`config.mk`:
```
export PLATFORM = sky130hd
export DESIGN_NAME = imem_boot_loader
export DESIGN_NICKNAME = d
export VERILOG_FILES = /design/src/rtl/imem_boot_loader_pkg.sv /design/src/rtl/imem_boot_loader_byte_packer.sv /design/src/rtl/imem_boot_loader.sv
export SDC_FILE = /design/constraint.sdc
export NUM_CORES = 1
export LEC_CHECK = 0
export ABC_AREA = 1
export BUFFER_PORTS_ARGS = -buffer_cell sky130_fd_sc_hd__buf_2
export CAP_MARGIN = 20
export CORE_MARGIN = 4
export CORE_UTILIZATION = 40
export CTS_BUF_LIST = sky130_fd_sc_hd__clkbuf_2
export DETAILED_ROUTE_END_ITERATION = 8
export GPL_ROUTABILITY_DRIVEN = 0
export GPL_TIMING_DRIVEN = 0
export PLACE_DENSITY = 0.64
export RECOVER_POWER = 25
export SLEW_MARGIN = 20
export SYNTH_ARGS = -nofsm -noshare
export SYNTH_HDL_FRONTEND = slang
export SYNTH_HIERARCHICAL = 1
export SYNTH_SLANG_ARGS = --single-unit
```
`constraint.sdc`:
```
create_clock -name clk -period 2.7 [get_ports clk]
set_input_delay 0.27 -clock clk [delete_from_list [all_inputs] [get_ports clk]]
set_output_delay 0.27 -clock clk [all_outputs]
set_load 0.02 [all_outputs]
```
`src/rtl/imem_boot_loader_pkg.sv`:
```
// ---------------------------------------------------------------------------
// boot_pkg
//   Shared types and sizing helpers for the instruction-memory boot loader.
//   - boot_state_t   : loader FSM states
//   - BYTES_PER_WORD : bytes packed into one flash word
//   - MAX_WORDS      : number of words that fit in the flash address space
// ---------------------------------------------------------------------------
package boot_pkg;

    typedef enum logic [2:0] {
        IDLE   = 3'd0,
        LEN_LO = 3'd1,
        LEN_HI = 3'd2,
        DATA   = 3'd3,
        WRITE  = 3'd4,
        RUN    = 3'd5,
        ERR    = 3'd6
    } boot_state_t;

    function automatic int BYTES_PER_WORD(input int width);
        return width / 8;
    endfunction

    function automatic int MAX_WORDS(input int width, input int addr_width);
        return (1 << addr_width) / (width / 8);
    endfunction

endpackage

```
`src/rtl/imem_boot_loader_byte_packer.sv`:
```
// ---------------------------------------------------------------------------
// byte_packer
//   Collects bytes little-endian into a WIDTH-bit word: byte k of a word lands
//   in word[8k+7:8k]. word_o always shows the word as it would look with the
//   current byte_i placed in its slot, so the completed word is available in
//   the same cycle the final byte is accepted (word_valid_o pulses then).
// Ports
//   clk, rst      : clock, synchronous active-high reset
//   clear_i       : restart packing at byte 0 (start of a new load)
//   byte_en_i     : byte_i is accepted this cycle
//   byte_i        : incoming stream byte
//   word_o        : assembled word (valid when word_valid_o is high)
//   word_valid_o  : this cycle's byte completes a word
// ---------------------------------------------------------------------------
module byte_packer
    import boot_pkg::*;
#(
    parameter int WIDTH = 32
) (
    input  logic             clk,
    input  logic             rst,
    input  logic             clear_i,
    input  logic             byte_en_i,
    input  logic [7:0]       byte_i,
    output logic [WIDTH-1:0] word_o,
    output logic             word_valid_o
);

    localparam int BYTES = BYTES_PER_WORD(WIDTH);
    localparam int CNT_W = (BYTES > 1) ? $clog2(BYTES) : 1;
    localparam logic [CNT_W-1:0] LAST = CNT_W'(BYTES - 1);

    logic [CNT_W-1:0] cnt_q, cnt_d;
    logic [WIDTH-1:0] partial_q;

    always_comb begin
        word_o = partial_q;
        for (int k = 0; k < BYTES; k++) begin
            if (cnt_q == CNT_W'(k)) begin
                word_o[8*k +: 8] = byte_i;
            end
        end
        word_valid_o = byte_en_i && (cnt_q == LAST);
        cnt_d = cnt_q;
        if (byte_en_i) begin
            // Explicit wrap so non-power-of-two word sizes also work.
            cnt_d = (cnt_q == LAST) ? '0 : cnt_q + CNT_W'(1);
        end
    end

    always_ff @(posedge clk) begin
        if (rst) begin
            cnt_q     <= '0;
            partial_q <= '0;
        end else if (clear_i) begin
            cnt_q     <= '0;
        end else begin
            cnt_q <= cnt_d;
            if (byte_en_i) begin
                partial_q <= word_o;
            end
        end
    end

endmodule

```
`src/rtl/imem_boot_loader.sv`:
```
// ---------------------------------------------------------------------------
// imem_boot_loader
//   Boot-time program loader. Receives a byte stream: 16-bit little-endian
//   word count N, then N*BYTES program bytes. Packs the bytes into words,
//   issues one single-cycle flash write per word and holds the core in reset
//   until the whole image is written. N larger than the flash capacity sends
//   the loader to ERR, where it stays (core in reset) until the next start.
//
// Handshake: a byte moves when rx_valid && rx_ready are both high at a rising
//   edge. rx_ready is a registered output that is high only in LEN_LO, LEN_HI
//   and DATA; rx_valid may drop at any time (the loader simply waits) and
//   rx_data must be stable while rx_valid is high.
//
// Ports
//   clk, rst    : clock, synchronous active-high reset
//   start       : 1-cycle pulse, begins a load from IDLE/RUN/ERR
//   rx_data     : stream byte
//   rx_valid    : rx_data valid
//   rx_ready    : loader accepts a byte this cycle
//   flash_en    : 1-cycle flash write strobe
//   flash_addr  : byte address of the word being written
//   flash_data  : word being written
//   cpu_rst     : core reset (high until image loaded)
//   busy        : load in progress (LEN_LO..WRITE)
//   done        : image loaded, core running
//   err         : length exceeded capacity; sticky until start/rst
//   dbg_state   : current FSM state
// ---------------------------------------------------------------------------
module imem_boot_loader
    import boot_pkg::*;
#(
    parameter int WIDTH      = 32,
    parameter int ADDR_WIDTH = 11,
    parameter int BASE_ADDR  = 0
) (
    input  logic                  clk,
    input  logic                  rst,
    input  logic                  start,
    input  logic [7:0]            rx_data,
    input  logic                  rx_valid,
    output logic                  rx_ready,
    output logic                  flash_en,
    output logic [ADDR_WIDTH-1:0] flash_addr,
    output logic [WIDTH-1:0]      flash_data,
    output logic                  cpu_rst,
    output logic                  busy,
    output logic                  done,
    output logic                  err,
    output boot_state_t           dbg_state
);

    localparam int BYTES = BYTES_PER_WORD(WIDTH);
    localparam logic [31:0]           MAXW_U    = 32'(MAX_WORDS(WIDTH, ADDR_WIDTH));
    localparam logic [ADDR_WIDTH-1:0] BASE      = ADDR_WIDTH'(BASE_ADDR);
    localparam logic [ADDR_WIDTH-1:0] ADDR_STEP = ADDR_WIDTH'(BYTES);

    boot_state_t           state_q, state_d;
    logic                  rx_ready_q;
    logic                  flash_en_q;
    logic [ADDR_WIDTH-1:0] flash_addr_q;
    logic [WIDTH-1:0]      flash_data_q;
    logic                  cpu_rst_q;
    logic                  busy_q;
    logic                  done_q;
    logic                  err_q;
    logic [7:0]            len_lo_q;
    logic [15:0]           words_q;

    logic                  xfer;
    logic                  enter_load;
    logic [15:0]           len_n;
    logic [WIDTH-1:0]      packed_word;
    logic                  word_valid;

    assign xfer  = rx_valid && rx_ready_q;
    assign len_n = {rx_data, len_lo_q};

    byte_packer #(.WIDTH(WIDTH)) u_packer (
        .clk          (clk),
        .rst          (rst),
        .clear_i      (enter_load),
        .byte_en_i    (xfer && (state_q == DATA)),
        .byte_i       (rx_data),
        .word_o       (packed_word),
        .word_valid_o (word_valid)
    );

    // Next-state logic.
    always_comb begin
        state_d    = state_q;
        enter_load = 1'b0;
        case (state_q)
            IDLE, RUN, ERR: begin
                if (start) begin
                    state_d    = LEN_LO;
                    enter_load = 1'b1;
                end
            end
            LEN_LO: begin
                if (xfer) state_d = LEN_HI;
            end
            LEN_HI: begin
                if (xfer) begin
                    if (len_n == 16'd0)                 state_d = RUN;
                    else if ({16'd0, len_n} > MAXW_U)   state_d = ERR;
                    else                                state_d = DATA;
                end
            end
            DATA: begin
                if (word_valid) state_d = WRITE;
            end
            WRITE: begin
                state_d = (words_q == 16'd1) ? RUN : DATA;
            end
            default: state_d = IDLE;
        endcase
    end

    // Outputs are registered from the next state, so they always agree with
    // the state the FSM is entering.
    always_ff @(posedge clk) begin
        if (rst) begin
            state_q      <= IDLE;
            rx_ready_q   <= 1'b0;
            flash_en_q   <= 1'b0;
            flash_addr_q <= BASE;
            flash_data_q <= '0;
            cpu_rst_q    <= 1'b1;
            busy_q       <= 1'b0;
            done_q       <= 1'b0;
            err_q        <= 1'b0;
            len_lo_q     <= '0;
            words_q      <= '0;
        end else begin
            state_q    <= state_d;
            rx_ready_q <= (state_d == LEN_LO) || (state_d == LEN_HI) || (state_d == DATA);
            flash_en_q <= (state_d == WRITE);
            busy_q     <= (state_d == LEN_LO) || (state_d == LEN_HI) ||
                          (state_d == DATA)   || (state_d == WRITE);
            done_q     <= (state_d == RUN);
            cpu_rst_q  <= (state_d != RUN);
            err_q      <= (state_d == ERR);

            if (state_q == LEN_LO && xfer) len_lo_q <= rx_data;

            if (state_q == LEN_HI && xfer)  words_q <= len_n;
            else if (state_q == WRITE)      words_q <= words_q - 16'd1;

            // Data is captured with the completing byte so it is stable for
            // the whole WRITE cycle; the address steps only after WRITE.
            if (word_valid) flash_data_q <= packed_word;

            if (enter_load)            flash_addr_q <= BASE;
            else if (state_q == WRITE) flash_addr_q <= flash_addr_q + ADDR_STEP;
        end
    end

    assign rx_ready   = rx_ready_q;
    assign flash_en   = flash_en_q;
    assign flash_addr = flash_addr_q;
    assign flash_data = flash_data_q;
    assign cpu_rst    = cpu_rst_q;
    assign busy       = busy_q;
    assign done       = done_q;
    assign err        = err_q;
    assign dbg_state  = state_q;

endmodule

```
==> metrics <==
Die Wd 123 um; Netlist Area Pre-Place 5260 um2; clock skew 37.0 ps; initial antenna violation count 0; CTS tree yes; Die Y 123 um; dpl hpwl 9.26 mm; NetSw 744 uW; CTS sink count 108; layout cells sized above 1 0.102; nets 900; ys flop type dfxtp_1; TNS Setup 0 ps; Area Overhead vs Synth 12.5%; largest net degree at the start of global routing 17; Worst-Margin Slew 571 ps; First-pass DRT Iterations 5; fin crit period 2390 ps; Cells after Synth 799; clock power share 0.279; CTS max path bufs 2; grt total ovfl 0; core area 12700 um2; initial core utilization 0.413; post-synthesis async set-or-reset flop share 0; Detailed Route Iter0 Violations 267; Root Buffer clkbuf_2; warnings from Yosys 6; Tcrit/Tclk final 0.887; final std cells w/o fill 1057; # rows 41; antenna viol nets, final 0; DRC violations left 0; Setup crit start kind register; clk_lat worst skew 620 ps; Post-synth EDFFs 0; die area 15000 um2; critical path fanouts, max 7; IO Pins 64; Total GRT Usage 0.184; r2r startpoint dbg_state[0]; crit path from dbg_state[0]; post-synthesis cell type count 39; clock slew at reported path FFs 290 ps; total CTS buffers 9; post-CTS repair timing setup buffer count 0; routed vias 4862; Sw Share 0.280; outcome completed; Worst VDD drop 0.000220 V; Mapped Avg Cell Area 6.58 um2; Worst R2R Setup Slack 310 ps; CP Data Required Time 3220 ps; P_int 1.92 mW; Seq pwr share 0.618; H-tree depth 3; CP Capture Type register; final core occ 0.465; HP Class in2reg; DR vias/cell 4.60; FMAX 418 MHz; Ant. Diodes 0; final worst slack 306 ps; Post-DP Area 5780 um2; Design Area, Final 5910 um2; RSZ-0062 raised after global routing false; sequential area share after synthesis 0.411; maxcap violations 0; vias in the first global route 4495; Cells after DPL 1033; Comb pwr share 0.103; final hold violations 0; Crit Path Category reg2reg; DR WL/cell 12.5 um; pre-CTS WS 42.3 ps; first-pass GRT wire length 21.9 mm; Synth Register Bits 108; Hold Crit Start rx_data[1]; P_leak 2.94 nW; fin. max-slew vios 0; buffers added on ports 61; WP data arrival 2910 ps; Slew HR 0.619; Pwr Density 450 nW/um2; setup violators final 0; final wirelength 13.2 mm
## metrics by stage
stage / total power [mW] / hold slack (ps)
final: 2.66 / 64.8
after global routing: 2.79 / 42.5
after CTS: 2.69 / 22.4
after detailed placement: 1.94 / 473
after global placement: 1.94 / 471
after floorplan: 1.86 / 350
## repair_timing
action / 4_1_cts / 5_1_grt
gates resized for setup: 0 / 2
hold buffers: 8 / 0
hold endpoints to repair: 11 / 0
setup endpoints to repair: 0 / 8
## metal layers
metal | up-vias | track usage | routed length [um]
li1 | 2612 | - | -
met1 | 2142 | 0.243 | 6390
met2 | 83 | 0.302 | 6070
met3 | 25 | 0.0272 | 397
met4 | 0 | 0.0742 | 306
met5 | - | 0 | 0
## path summary, 6_finish.rpt
check / endpoint / cells past startpoint
max: busy / 13
min: u_packer/partial_q[17] / 5
max reg2reg: busy / 13
min reg2reg: flash_addr[10] / 2
## power by group through the flow
| stage | Combinational, mW | Sequential (mW) | Clock [mW] |
|---|---|---|---|
| finish | 0.274 | 1.64 | 0.743 |
| global route | 0.311 | 1.65 | 0.828 |
| CTS | 0.281 | 1.65 | 0.767 |
| detailed placement | 0.272 | 1.67 | 0 |
| global placement | 0.271 | 1.67 | 0 |
| floorplan | 0.179 | 1.68 | 0 |
## cells by family after synthesis
| group | share of synthesized area |
|---|---|
| AND/OR/NAND/NOR | 0.362 |
| buffers and inverters | 0.0945 |
| flip-flops | 0.411 |
| AO/OA/AOI/OAI | 0.0959 |
| XOR/XNOR | 0.0167 |
| adder cells (fa/ha/maj) | 0.0190 |
| other | 0.000713 |
## Yosys cell counts, types with 6 or more instances
cell / count / area [um2]
nand2_1: 241 / 905
nor2_1: 175 / 657
dfxtp_1: 108 / 2160
inv_1: 78 / 293
o21ai_0: 44 / 220
a21oi_1: 24 / 120
nand3_1: 18 / 90.1
clkbuf_1: 12 / 45.0
a31oi_1: 8 / 50.1
buf_2: 8 / 40.0
ha_1: 8 / 100
nor2_2: 8 / 50.1
xor2_1: 8 / 70.1
inv_2: 6 / 22.5
o22ai_1: 6 / 37.5
## sequential cells by signal, summed over array words and instances, names as in the netlist
name                count
len_lo_q                8
u_packer/cnt_q          2
cpu_rst                 1
flash_data             32
words_q                16
u_packer/partial_q     32
flash_addr              9
busy                    1
dbg_state               3
rx_ready                1
flash_en                1
done                    1
err                     1
## layout by cell type, fill, tap and decap left out, drive strengths merged
cell type    count
buf             50
dfxtp          108
o211ai           2
a21oi           25
ha               8
conb             2
o22ai            6
nor2b            1
or2              2
nand2          246
xor2             8
clkinvlp         2
xnor2            2
clkbuf          52
nand4            4
dlygate4sd3      8
bufinv           1
nor3             8
nor3b            1
nor2           184
o21ai           47
inv             84
nand3           19
a21o             2
o21a             1
a31oi            8
clkinv           4
## worst max-delay path, stage by stage, from the launching register on
cell and delay, ps:
dfxtp_1 500, nand2_1 180, nor3_4 340, nand2_1 80
inv_1 250, inv_2 130, nand2_1 120, o21ai_0 100
nor2_1 90, nand2_1 70, nor2_2 220, nand2_1 80
nand2_1 100, nand2_1 50
## layout make-up
class                   instances  area [um2]
multi-input cells             576        2590
clock inverters                 6        55.1
clock buffers                  10        50.0
well taps                     172         215
inverters                      85         320
plain buffers                  31         171
flip-flops and latches        108        2160
repair buffers                 69         349
fillers                      1405        6810
Power figures use the tool's default switching activity.
